`src/rtl/adc3v_sar_pkg.sv`:
```
// Shared types and default timing for the 3V SAR ADC controller.
package adc3v_sar_pkg;

    localparam int ADC_BITS = 12;

    localparam int DEF_RESET_CYCLES  = 2;
    localparam int DEF_SAMPLE_CYCLES = 4;
    localparam int DEF_SETTLE_CYCLES = 2;

    typedef enum logic [2:0] {
        IDLE,
        RST,
        SAMPLE,
        CONV,
        DONE
    } sar_state_t;

endpackage

```
`src/rtl/adc3v_sync2.sv`:
```
// Two-flop synchronizer for the asynchronous comparator output.
module adc3v_sync2 (
    input  logic clk,
    input  logic rst_n,
    input  logic d,
    output logic q
);

    logic meta;

    always_ff @(posedge clk or negedge rst_n) begin
        if (!rst_n) begin
            meta <= 1'b0;
            q    <= 1'b0;
        end else begin
            meta <= d;
            q    <= meta;
        end
    end

endmodule

```
`src/rtl/adc3v_sar_ctrl.sv`:
```
// SAR sequencer for the adc0 macro with a one-entry valid/ready result buffer.
module adc3v_sar_ctrl
    import adc3v_sar_pkg::*;
#(
    parameter int RESET_CYCLES  = DEF_RESET_CYCLES,
    parameter int SAMPLE_CYCLES = DEF_SAMPLE_CYCLES,
    parameter int SETTLE_CYCLES = DEF_SETTLE_CYCLES
) (
    input  logic                clk,
    input  logic                rst_n,
    input  logic                enable,
    input  logic                start,
    input  logic                cont_en,
    output logic                busy,
    output logic [ADC_BITS-1:0] data,
    output logic                data_valid,
    input  logic                data_ready,
    output logic                overrun,
    output logic                adc0_ena,
    output logic                adc0_reset,
    output logic                adc0_hold,
    output logic [ADC_BITS-1:0] adc0_dac_val_0,
    input  logic                adc0_comp_out
);

    localparam int CNT_W = 8;
    localparam logic [CNT_W-1:0] RST_LAST = CNT_W'(RESET_CYCLES - 1);
    localparam logic [CNT_W-1:0] SMP_LAST = CNT_W'(SAMPLE_CYCLES - 1);
    localparam logic [CNT_W-1:0] PH_LAST  = CNT_W'(SETTLE_CYCLES + 1);
    localparam logic [3:0]       MSB_IDX  = 4'(ADC_BITS - 1);

    sar_state_t          state_q, state_d;
    logic [CNT_W-1:0]    cnt_q, cnt_d;
    logic [3:0]          bit_q, bit_d;
    logic [ADC_BITS-1:0] res_q, res_d;
    logic [ADC_BITS-1:0] data_d;
    logic                valid_d, valid_keep, ovr_d;
    logic                ena_d, rst_d, hold_d;
    logic [ADC_BITS-1:0] dac_d;
    logic                comp_s;

    adc3v_sync2 u_sync (
        .clk   (clk),
        .rst_n (rst_n),
        .d     (adc0_comp_out),
        .q     (comp_s)
    );

    assign busy = (state_q != IDLE);

    always_ff @(posedge clk or negedge rst_n) begin
        if (!rst_n) begin
            state_q        <= IDLE;
            cnt_q          <= '0;
            bit_q          <= '0;
            res_q          <= '0;
            data           <= '0;
            data_valid     <= 1'b0;
            overrun        <= 1'b0;
            adc0_ena       <= 1'b0;
            adc0_reset     <= 1'b0;
            adc0_hold      <= 1'b0;
            adc0_dac_val_0 <= '0;
        end else begin
            state_q        <= state_d;
            cnt_q          <= cnt_d;
            bit_q          <= bit_d;
            res_q          <= res_d;
            data           <= data_d;
            data_valid     <= valid_d;
            overrun        <= ovr_d;
            adc0_ena       <= ena_d;
            adc0_reset     <= rst_d;
            adc0_hold      <= hold_d;
            adc0_dac_val_0 <= dac_d;
        end
    end

    always_comb begin
        state_d    = state_q;
        cnt_d      = cnt_q + 1'b1;
        bit_d      = bit_q;
        res_d      = res_q;
        data_d     = data;
        valid_keep = data_valid & ~data_ready;
        valid_d    = valid_keep;
        ovr_d      = overrun;

        unique case (state_q)
            IDLE: begin
                cnt_d = '0;
                if (start && enable) begin
                    state_d = RST;
                    ovr_d   = 1'b0;
                end
            end
            RST: begin
                if (cnt_q == RST_LAST) begin
                    state_d = SAMPLE;
                    cnt_d   = '0;
                end
            end
            SAMPLE: begin
                if (cnt_q == SMP_LAST) begin
                    state_d = CONV;
                    cnt_d   = '0;
                    bit_d   = MSB_IDX;
                    res_d   = '0;
                end
            end
            CONV: begin
                // Decide the bit on the last cycle of its phase.
                if (cnt_q == PH_LAST) begin
                    cnt_d        = '0;
                    res_d[bit_q] = comp_s;
                    if (bit_q == 4'd0) state_d = DONE;
                    else               bit_d   = bit_q - 1'b1;
                end
            end
            DONE: begin
                data_d  = res_q;
                valid_d = 1'b1;
                if (valid_keep) ovr_d = 1'b1;
                cnt_d   = '0;
                state_d = (cont_en && enable) ? RST : IDLE;
            end
            default: begin
                state_d = IDLE;
                cnt_d   = '0;
            end
        endcase

        // Abort leaves the result buffer untouched.
        if (state_q != IDLE && !enable) begin
            state_d = IDLE;
            cnt_d   = '0;
            data_d  = data;
            valid_d = valid_keep;
            ovr_d   = overrun;
        end
    end

    always_comb begin
        ena_d  = (state_d == IDLE) ? enable : 1'b1;
        rst_d  = (state_d == RST);
        hold_d = (state_d == CONV);
        dac_d  = '0;
        if (state_d == CONV) begin
            dac_d = res_d | (ADC_BITS'(1) << bit_d);
        end
    end

endmodule

```
`config.mk`:
```
export PLATFORM = sky130hd
export DESIGN_NAME = adc3v_sar_ctrl
export DESIGN_NICKNAME = d
export VERILOG_FILES = /design/src/rtl/adc3v_sar_pkg.sv /design/src/rtl/adc3v_sync2.sv /design/src/rtl/adc3v_sar_ctrl.sv
export SDC_FILE = /design/constraint.sdc
export NUM_CORES = 1
export LEC_CHECK = 0
export CAP_MARGIN = 10
export CELL_PAD_IN_SITES_DETAIL_PLACEMENT = 2
export CELL_PAD_IN_SITES_GLOBAL_PLACEMENT = 2
export CORE_MARGIN = 1
export CORE_UTILIZATION = 36
export DETAILED_ROUTE_END_ITERATION = 10
export PLACE_DENSITY_LB_ADDON = 0.25
export SYNTH_ARGS = -nofsm -noshare
export SYNTH_HDL_FRONTEND = slang
export SYNTH_SLANG_ARGS = --single-unit
```
`constraint.sdc`:
```
create_clock -name clk -period 2.9 [get_ports clk]
set_input_delay 0.58 -clock clk [delete_from_list [all_inputs] [get_ports clk]]
set_output_delay 0.58 -clock clk [all_outputs]
set_load 0.02 [all_outputs]
```
==> out/qor.csv, run 1 <==
stage;metric;value;unit
place;dp_cells;404;
die;die_w;91.99;µm
synthesis;synth_area_leaders;dfrtp_1 (50%), mux2_2 (5.4%), a31oi_1 (3.0%);
sta;fmax;368.9;MHz
sta;fin_crit_sh;93.46;%
clock_network;cts_tree;built;
setup_path;required;3180;ps
synthesis;yosysMostFrequentCell;dfrtp_1;
sta;finClkSkew;12.97;ps
route;routed_via_density;5.519;
sta;min_period;2710;ps
clock_network;clk_pin_slew;80;ps
synthesis;yosys-top-cells-count;dfrtp_1 (58), nor2_1 (17), nand2_1 (16), a31oi_1 (14), mux2_2 (14);
power_and_ir_drop;leakage;1.637;nW
setup_path;end_kind;flop;
sta;worst_slew_pin_slew;785.4;ps
sta;slew_viol_final;0;
flow_run;maxCapViolations;0;
clock_network;postCtsSetupRepairBufs;0;
setup_path;r2r_start;bit_q[0];
setup_path;reg2reg_slack;190;ps
sta;max_slew_margin;47.09;%
die;io_pins;37;
route;dr.pass1.iters;4;
min_path;hp-class;primary input to asynchronous set/reset pin;
global_routing;antenna_found_initial;0;
layout;fin_nets;327;
synthesis;synth_seq_cells;58;
setup_path;r2r-end;adc0_dac_val_0[1];
sta;finalSetupViolCount;0;
die;start_util;37.53;%
synthesis;syn-cell-area;2915;µm²
setup_path;r2r_cells;8;
global_routing;grt-ovfl-total;0;
route;vias;2318;
place;gp_congestion;0.8266;
route;drt_iter0_markers;117;
synthesis;yosys.area.top_type_share;49.79;%
place;dp_hpwl;6.053;mm
synthesis;syn_nets;282;
place;place.port_buffers;36;
layout;fin_cells;420;
synthesis;synth_cell_types;60;
layout;area_growth;23.73;%
synthesis;synth_top_area_cell;dfrtp_1;
die;fp.dieH;91.99;µm
clock_network;htreeDepth;3;
die;num_rows;32;
global_routing;grt_max_degree;28;
power_and_ir_drop;ir_drop;0.4415;mV
sta;rsz0062_at_grt;no;
outcome;status;complete, no violations;
global_routing;grt_pass1_wl;13.52;mm
route;finalWirelength;8.276;mm
die;coreArea;7767;µm²
route;drc;0;
setup_path;critPathKind;flop to flop;
synthesis;synthArstFlopShare;100.0;%
layout;antenna_cells;0;
clock_network;cts_inserted_buffers;9;
global_routing;grt_use_total;21.57;%
route;routedWlPerCell;19.70;µm
clock_network;cts.sinks;58;
clock_network;clock_latency;360;ps
power_and_ir_drop;powerDensity;548.6;nW/µm²
sta;tns;0;ps
setup_path;start_kind;flop;
route;ant_nets;0;
die;dieArea;8462;µm²
synthesis;synth_ff_type;dfrtp_1;
clock_network;clockRootBuffer;clkbuf_8;
setup_path;cp_max_fo;7;
clock_network;cts_buffer_depth;2;
synthesis;seq_area_frac_synth;49.79;%
global_routing;first_global_vias;2442;
synthesis;synth_edf_count;0;
synthesis;synth_warnings;0;
synthesis;synth_cells;268;
synthesis;avgSynthCellArea;10.88;µm²
layout;drive_gt1_share;21.07;%
setup_path;cp_data_arrival_time;2990;ps
sta;hold_viol;0;
[worst max-delay path, stage by stage (launching register included)]
cell and delay, ps:
dfrtp_1 450, inv_1 190, ha_1 310, nor3b_4 390
nor4_4 90, a221oi_4 380, inv_2 130, or4_1 530
a31oi_1 180
[registers in the layout, summed over array words and instances, names as in the netlist]
signal / cells
data: 12
adc0_reset: 1
u_sync.meta: 1
u_sync.q: 1
data_valid: 1
overrun: 1
adc0_ena: 1
adc0_hold: 1
state_q: 3
bit_q: 4
res_q: 12
cnt_q: 8
adc0_dac_val_0: 12
[worst max-delay path by stage]
| stage | start | end | slack, ps |
|---|---|---|---|
| after floorplan | bit_q[0] | adc0_dac_val_0[1] | 510 |
| after CTS | bit_q[0] | adc0_dac_val_0[1] | 140 |
| after global routing | bit_q[0] | adc0_dac_val_0[1] | 70 |
| after global placement | bit_q[0] | adc0_dac_val_0[1] | 330 |
| final | bit_q[0] | adc0_dac_val_0[1] | 190 |
| after detailed placement | bit_q[0] | adc0_dac_val_0[1] | 160 |
[metrics by stage]
step / hold WS [ps] / worst slack, ps / utilization [%] / power [mW] / area (µm²)
2_1_floorplan: 284.4 / 514.5 / - / 1.104 / 2915
3_3_place_gp: 333.4 / 327.9 / 43.73 / 1.210 / 3397
3_5_place_dp: 337.9 / 164.3 / 43.73 / 1.227 / 3397
4_1_cts: 267.2 / 142.6 / 46.36 / 2.006 / 3601
5_1_grt: 279.6 / 66.92 / 46.44 / 2.079 / 3607
6_report: 259.7 / 189.6 / 46.44 / 1.979 / 3607
[cells by family (layout without fill, tap and decap cells)]
kind of cell             Yosys count  in the layout  synth area share (%)
buffers and inverters             27             77                 4.936
AO/OA/AOI/OAI                     56             56                 14.12
multiplexers                      15             15                 5.751
XOR/XNOR                           6              6                 1.803
flip-flops                        58             58                 49.79
AND/OR/NAND/NOR                   99             99                 20.60
adder cells (fa/ha/maj)            7              7                 3.004
[routing by layer]
| metal | GRT usage [%] | wire length (µm) | vias up |
|---|---|---|---|
| met5 | 0 | 0 | - |
| met4 | 7.552 | 180 | 0 |
| met3 | 5.970 | 282 | 12 |
| met2 | 32.59 | 3767 | 51 |
| met1 | 29.60 | 4046 | 1185 |
| li1 | - | - | 1070 |
[final cells by class]
cell class / instances / area (µm²)
clock buffer: 10 / 137.6
clock inverter: 6 / 66.31
fill: 816 / 4160
inverter: 12 / 45.04
multi-input combinational: 183 / 1326
sequential: 58 / 1451
tap: 102 / 127.6
timing repair buffer: 49 / 452.9
[where the power goes]
part	switching, mW	internal (mW)	total [mW]	leakage, nW
logic	0.203	0.144	0.347	0.742
registers	0.0295	0.836	0.865	0.800
clock network	0.347	0.419	0.766	0.0945
[layout by cell type (no fill, tap or decap), types with 3 or more instances in the layout]
master	count
a21o_1	3
nor2b_1	3
dfrtp_1	58
o21ai_0	10
and2_1	4
or3b_2	3
nand4_1	12
clkdlybuf4s50_1	35
nand2_1	16
xnor2_1	4
nor4_1	5
inv_1	10
a21oi_1	8
clkbuf_8	10
ha_1	7
buf_4	13
nor2_1	17
a31oi_1	14
nand3_1	12
o21ba_2	4
clkinvlp_4	3
mux2_2	14
[timing repair]
action / 4_1_cts / 5_1_grt
hold buffers: 0 / 0
resized for setup: 0 / 1
setup endpoints to repair: 0 / 1
Power figures use the tool's default switching activity.
==> run 2: changes to the inputs <==
- CAP_MARGIN: 10 -> default
- SLEW_MARGIN: default -> 30
==> results of run 2 <==
Final layout, timing and power as in run 1 (identical DEF).
